## src/rtl/pipeline_debug_ctrl.sv

```systemverilog
// pipeline_debug_ctrl: run/halt/step/dump controller for the MIPS pipeline.
//   Owns the global pipeline enable. It shares REGMEM read port 1 between the
//   ID stage and a GPR dump sequencer that streams beats over valid/ready.
//   It also counts the cycles in which the pipeline was enabled.
// Optional build macro: DUMP_CYCLES_EN appends one beat that carries cycle_count.
// Ports:
//   clk, reset                  clock, async active-high reset
//   cmd_valid/cmd_op/cmd_ready  host command channel (RUN/HALT/STEP/DUMP)
//   wb_halt                     HALT instruction present in MEM/WB
//   id_rs/id_rt -> rf_rs/rf_rt  REGMEM read addresses (rs arbitrated)
//   rf_data_1                   REGMEM port-1 read data (combinational)
//   pipe_enable                 global pipeline advance enable
//   dump_valid/ready/data/last  register dump stream
//   state                       current FSM state
//   cycle_count                 saturating enabled-cycle counter
module pipeline_debug_ctrl #(
    parameter int unsigned NB_DATA   = 32,
    parameter int unsigned NB_ADDR   = 5,
    parameter int unsigned N_REGS    = 32,
    parameter int unsigned NB_CYCLES = 32
) (
    input  logic                 clk,
    input  logic                 reset,
    input  logic                 cmd_valid,
    input  logic [1:0]           cmd_op,
    output logic                 cmd_ready,
    input  logic                 wb_halt,
    input  logic [NB_ADDR-1:0]   id_rs,
    input  logic [NB_ADDR-1:0]   id_rt,
    output logic [NB_ADDR-1:0]   rf_rs,
    output logic [NB_ADDR-1:0]   rf_rt,
    input  logic [NB_DATA-1:0]   rf_data_1,
    output logic                 pipe_enable,
    output logic                 dump_valid,
    input  logic                 dump_ready,
    output logic [NB_DATA-1:0]   dump_data,
    output logic                 dump_last,
    output logic [2:0]           state,
    output logic [NB_CYCLES-1:0] cycle_count
);

    typedef enum logic [2:0] {
        ST_HALTED   = 3'd0,
        ST_RUNNING  = 3'd1,
        ST_STEP     = 3'd2,
        ST_DUMP_RD  = 3'd3,
        ST_DUMP_OUT = 3'd4,
        ST_FINISHED = 3'd5
    } state_t;

    localparam logic [1:0] OP_RUN  = 2'b00;
    localparam logic [1:0] OP_HALT = 2'b01;
    localparam logic [1:0] OP_STEP = 2'b10;
    localparam logic [1:0] OP_DUMP = 2'b11;

`ifdef DUMP_CYCLES_EN
    localparam int unsigned N_BEATS = N_REGS + 1;
`else
    localparam int unsigned N_BEATS = N_REGS;
`endif
    localparam int unsigned NB_IDX = $clog2(N_BEATS);
    localparam logic [NB_IDX-1:0] LAST_IDX = NB_IDX'(N_BEATS - 1);

    state_t              state_q;
    state_t              state_next;
    logic [NB_IDX-1:0]   dump_idx;
    logic                ret_finished;
    logic                cmd_fire;
    logic                in_dump;
    logic [NB_DATA-1:0]  beat_data;

    assign cmd_fire = cmd_valid && cmd_ready;
    assign in_dump  = (state_q == ST_DUMP_RD) || (state_q == ST_DUMP_OUT);
    assign state    = state_q;

    // Read port 1 belongs to the dump sequencer while the pipeline is frozen for a dump
    assign rf_rs = in_dump ? NB_ADDR'(dump_idx) : id_rs;
    assign rf_rt = id_rt;

    // Payload of the beat being read: a GPR, or the cycle counter on the extra beat
`ifdef DUMP_CYCLES_EN
    assign beat_data = (dump_idx == NB_IDX'(N_REGS)) ? NB_DATA'(cycle_count) : rf_data_1;
`else
    assign beat_data = rf_data_1;
`endif

    // State register
    always_ff @(posedge clk or posedge reset) begin
        if (reset) state_q <= ST_HALTED;
        else       state_q <= state_next;
    end

    // Next-state logic; wb_halt beats a simultaneous HALT command
    always_comb begin
        state_next = state_q;
        case (state_q)
            ST_HALTED: begin
                if (cmd_fire) begin
                    if (cmd_op == OP_RUN)       state_next = ST_RUNNING;
                    else if (cmd_op == OP_STEP) state_next = ST_STEP;
                    else if (cmd_op == OP_DUMP) state_next = ST_DUMP_RD;
                end
            end
            ST_RUNNING: begin
                if (wb_halt)                             state_next = ST_FINISHED;
                else if (cmd_fire && cmd_op == OP_HALT)  state_next = ST_HALTED;
            end
            ST_STEP:     state_next = wb_halt ? ST_FINISHED : ST_HALTED;
            ST_DUMP_RD:  state_next = ST_DUMP_OUT;
            ST_DUMP_OUT: begin
                if (dump_ready) begin
                    if (dump_last) state_next = ret_finished ? ST_FINISHED : ST_HALTED;
                    else           state_next = ST_DUMP_RD;
                end
            end
            ST_FINISHED: begin
                if (cmd_fire && cmd_op == OP_DUMP) state_next = ST_DUMP_RD;
            end
            default:     state_next = ST_HALTED;
        endcase
    end

    // Moore outputs registered from the next state so they align with state_q
    always_ff @(posedge clk or posedge reset) begin
        if (reset) begin
            pipe_enable <= 1'b0;
            cmd_ready   <= 1'b1;
        end else begin
            pipe_enable <= (state_next == ST_RUNNING) || (state_next == ST_STEP);
            cmd_ready   <= (state_next == ST_HALTED) || (state_next == ST_RUNNING) ||
                           (state_next == ST_FINISHED);
        end
    end

    // Saturating count of enabled edges
    always_ff @(posedge clk or posedge reset) begin
        if (reset)                                   cycle_count <= '0;
        else if (pipe_enable && (cycle_count != '1)) cycle_count <= cycle_count + NB_CYCLES'(1);
    end

    // Dump sequencer: index, return target and the held output beat
    always_ff @(posedge clk or posedge reset) begin
        if (reset) begin
            dump_idx     <= '0;
            ret_finished <= 1'b0;
            dump_valid   <= 1'b0;
            dump_data    <= '0;
            dump_last    <= 1'b0;
        end else begin
            if (!in_dump && state_next == ST_DUMP_RD)
                ret_finished <= (state_q == ST_FINISHED);
            if (state_q == ST_DUMP_RD) begin
                dump_data  <= beat_data;
                dump_valid <= 1'b1;
                dump_last  <= (dump_idx == LAST_IDX);
            end else if (state_q == ST_DUMP_OUT && dump_ready) begin
                dump_valid <= 1'b0;
                dump_last  <= 1'b0;
                dump_idx   <= dump_last ? '0 : dump_idx + NB_IDX'(1);
            end
        end
    end

endmodule
```

## config.mk

```make
export PLATFORM = sky130hd
export DESIGN_NAME = pipeline_debug_ctrl
export DESIGN_NICKNAME = d
export VERILOG_FILES = /design/src/rtl/pipeline_debug_ctrl.sv
export SDC_FILE = /design/constraint.sdc
export NUM_CORES = 1
export LEC_CHECK = 0
export CAP_MARGIN = 5
export CORE_ASPECT_RATIO = 2
export CORE_UTILIZATION = 35
export DETAILED_ROUTE_END_ITERATION = 16
export HOLD_SLACK_MARGIN = 0.1
export PLACE_DENSITY = 0.75
export SLEW_MARGIN = 10
export SYNTH_ARGS = -nofsm -noshare
export SYNTH_HDL_FRONTEND = slang
export SYNTH_SLANG_ARGS = --single-unit
```

## constraint.sdc

```tcl
create_clock -name clk -period 3.79 [get_ports clk]
set_input_delay 0.9475 -clock clk [delete_from_list [all_inputs] [get_ports clk]]
set_output_delay 0.9475 -clock clk [all_outputs]
set_load 0.01 [all_outputs]
```

==> results.yml <==
routing:
  dr_total_vias: 2640
  wl_mm: 8.14
  antenna_left: 0
  via_per_inst: 4.90
  drt_first_pass_iters: 4
  drt_iter0_drc: 124
  wire_per_inst_um: 15.1
  post-route-drc-count: 0
clock_tree:
  cts_hold_buf: 0
  path_clk_slew_ns: 0.06
  cts-root-buf: "clkbuf_16"
  clock_path_buffers: 2
  h-tree-depth: 3
  cts_tree: "yes"
  cts_sinks: 77
  cts_buffers: 9
  postCtsResizedCells: 0
  cts_setup_buffers: 0
  insertion_delay_ns: 0.33
worst_setup_path:
  path_cells: "nand3b_1, a21boi_1, mux2_2, clkdlybuf4s50_1"
  cp-start-kind: "flip-flop"
  reg2reg_slack_ns: 1.45
  critPathKind: "flip-flop to output port"
  r2r-start: "cycle_count[6]"
  crit_required_ns: 2.84
  critPathMaxFanout: 9
  endpoint_kind: "output port"
  cp.arrival_ns: 2.32
  cp-startpoint: "state[2]"
  r2r-end: "cycle_count[19]"
  r2r_cells: 5
  worst_path_largest_cell_delay_ns: 0.49
  slowest_stage: "clkdlybuf4s50_1"
floorplan:
  rows: 50
  die_h_um: 142
  initial_core_util: 0.364
  die_area_um2: 10300
  die_w_um: 72.1
  io_pins: 130
  coreArea_um2: 9450
yosys:
  syn-num-nets: 335
  synth_area_per_cell_um2: 12.2
  ys_ff_latch: 77
  yosysTopAreaCell: "dfrtp_1"
  ys_seq_area_frac: 0.560
  synth_flop_cell: "dfrtp_1"
  ys_async_sr_fraction: 1.00
  yosysMostFrequentCell: "dfrtp_1"
  synth_cell_types: 38
  yosysTopAreaCellShare: 0.553
  syn-cell-area_um2: 3440
  synth_enable_flop_cells: 0
  synthTopCellsByArea: "dfrtp_1 55%, mux2_2 12%, xnor2_1 6.1%"
  yosys_warnings: 0
  synth_common_cells: "76 x dfrtp_1, 38 x mux2_2, 24 x xnor2_1"
  synth_cells: 283
finish:
  n_antenna_cell: 0
  multi_input_area_um2: 1420
  nFillCells: 829
  area.sequential_um2: 1930
  area_delta_synth_final_pct: 46.7
  layout-drive-gt1-share: 0.169
  nets: 456
worst_hold_path:
  hold_path_depth: 2
  min_path_type: "flip-flop to flip-flop"
  holdPathEnd: "dump_valid"
  worstHoldStart: "dump_valid"
timing:
  worst_slew_pin_slew_ns: 0.798
  hold_viol: 0
  skew_ns: 0.00812
  drv_slew: 0
  rsz0062_at_grt: "false"
  slew_headroom: 0.466
  finalCriticalPeriod_ns: 3.27
  finalSetupTns_ns: 0
  setup_viol: 0
  max_freq_ghz: 0.306
  fin_hold_ws_ns: 0.494
  post-route-period-util: 0.862
grt:
  antenna_found_initial: 0
  track_usage: 0.167
  grt_pass1_wl_mm: 13.2
  grt_max_degree: 66
  grt_pass1_vias: 2726
  gr-total-overflow: 0
flow_run:
  maxCapViolCount: 0
placed_design:
  numPortBuffers: 119
  dpl.hpwl_mm: 6.01
  place.gp.congestion: 0.828
power_and_ir_drop:
  power_density_nw_per_um2: 665
  ir_drop_mv: 0.372
  leakage_nw: 2.15
run_status:
  status: "completed"
==> where the power goes <==
part	internal, mW	total, mW	switching [mW]
clock network	0.529	0.857	0.328
logic	0.749	1.23	0.481
registers	1.09	1.27	0.188
==> state kept, by name (all words and copies together) (netlist names) <==
register,flops
dump_idx,5
state,3
cycle_count,32
ret_finished,1
cmd_ready,1
dump_valid,1
dump_last,1
dump_data,32
pipe_enable,1
==> cells by family (layout without fill, tap and decap cells) <==
group | count (synthesis) | count (layout) | synth area share
multiplexers | 38 | 38 | 0.124
AND/OR/NAND/NOR | 91 | 91 | 0.153
AO/OA/AOI/OAI | 22 | 22 | 0.0389
XOR/XNOR | 33 | 33 | 0.0840
adder cells (fa/ha/maj) | 3 | 3 | 0.0109
buffers and inverters | 19 | 145 | 0.0284
flip-flops | 77 | 77 | 0.560
==> cells in the final DEF, fill, tap and decap left out, types with 2 or more instances in the layout <==
cell	netlist	routed
nor3_1	3	3
xor2_1	9	9
clkdlybuf4s50_1	0	119
nand2_1	17	17
clkinvlp_4	0	2
mux2_2	38	38
o21ai_0	10	10
nand2b_1	4	4
buf_4	5	3
and3_1	8	8
clkbuf_16	0	9
and3_2	4	4
inv_1	7	6
a31oi_1	2	2
nand3_1	17	17
nor2_1	9	9
nand3b_1	2	2
nand4_1	15	15
xnor2_1	24	24
and2_1	3	3
ha_1	3	3
a21oi_1	4	4
dfrtp_1	76	76
==> worst max-delay path: cells and delay by family (launching register included) <==
| kind | cells | cell delay, ns |
|---|---|---|
| AO/OA/AOI/OAI | 1 | 0.48 |
| AND/OR/NAND/NOR | 1 | 0.17 |
| multiplexers | 1 | 0.39 |
| buffers and inverters | 1 | 0.49 |
| flip-flops | 1 | 0.47 |
==> metal layers <==
layer	GRT usage	routed length (um)
met1	0.178	2970
met2	0.295	4510
met3	0.0390	405
met4	0.0949	263
met5	0	0
==> final cells by class <==
cell class / count / share of cell area
timing repair buffer: 122 / 0.240
inverter: 7 / 0.00570
clock inverter: 5 / 0.0116
sequential: 77 / 0.382
multi-input combinational: 187 / 0.280
tap: 130 / 0.0322
clock buffer: 11 / 0.0481
==> how the worst max path moves through the flow <==
stage | to | cells after the start | slack [ns]
after floorplan | cycle_count[0] | 1 | 0.88
after global placement | rf_rs[3] | 3 | 0.71
after detailed placement | rf_rs[3] | 3 | 0.70
after CTS | rf_rs[3] | 4 | 0.48
after global routing | rf_rs[3] | 4 | 0.41
final | rf_rs[3] | 4 | 0.52
==> through the flow <==
| step | worst slack [ns] | util | area (um^2) | total power, mW | std cells |
|---|---|---|---|---|---|
| floorplan | 0.877 | - | 3440 | 1.84 | 283 |
| global placement | 0.705 | 0.503 | 4750 | 2.49 | 523 |
| detailed placement | 0.704 | 0.503 | 4750 | 2.53 | 523 |
| CTS | 0.479 | 0.535 | 5050 | 3.40 | 539 |
| global route | 0.409 | 0.535 | 5050 | 3.54 | 539 |
| finish | 0.522 | 0.535 | 5050 | 3.36 | 539 |
Power figures use the tool's default switching activity.
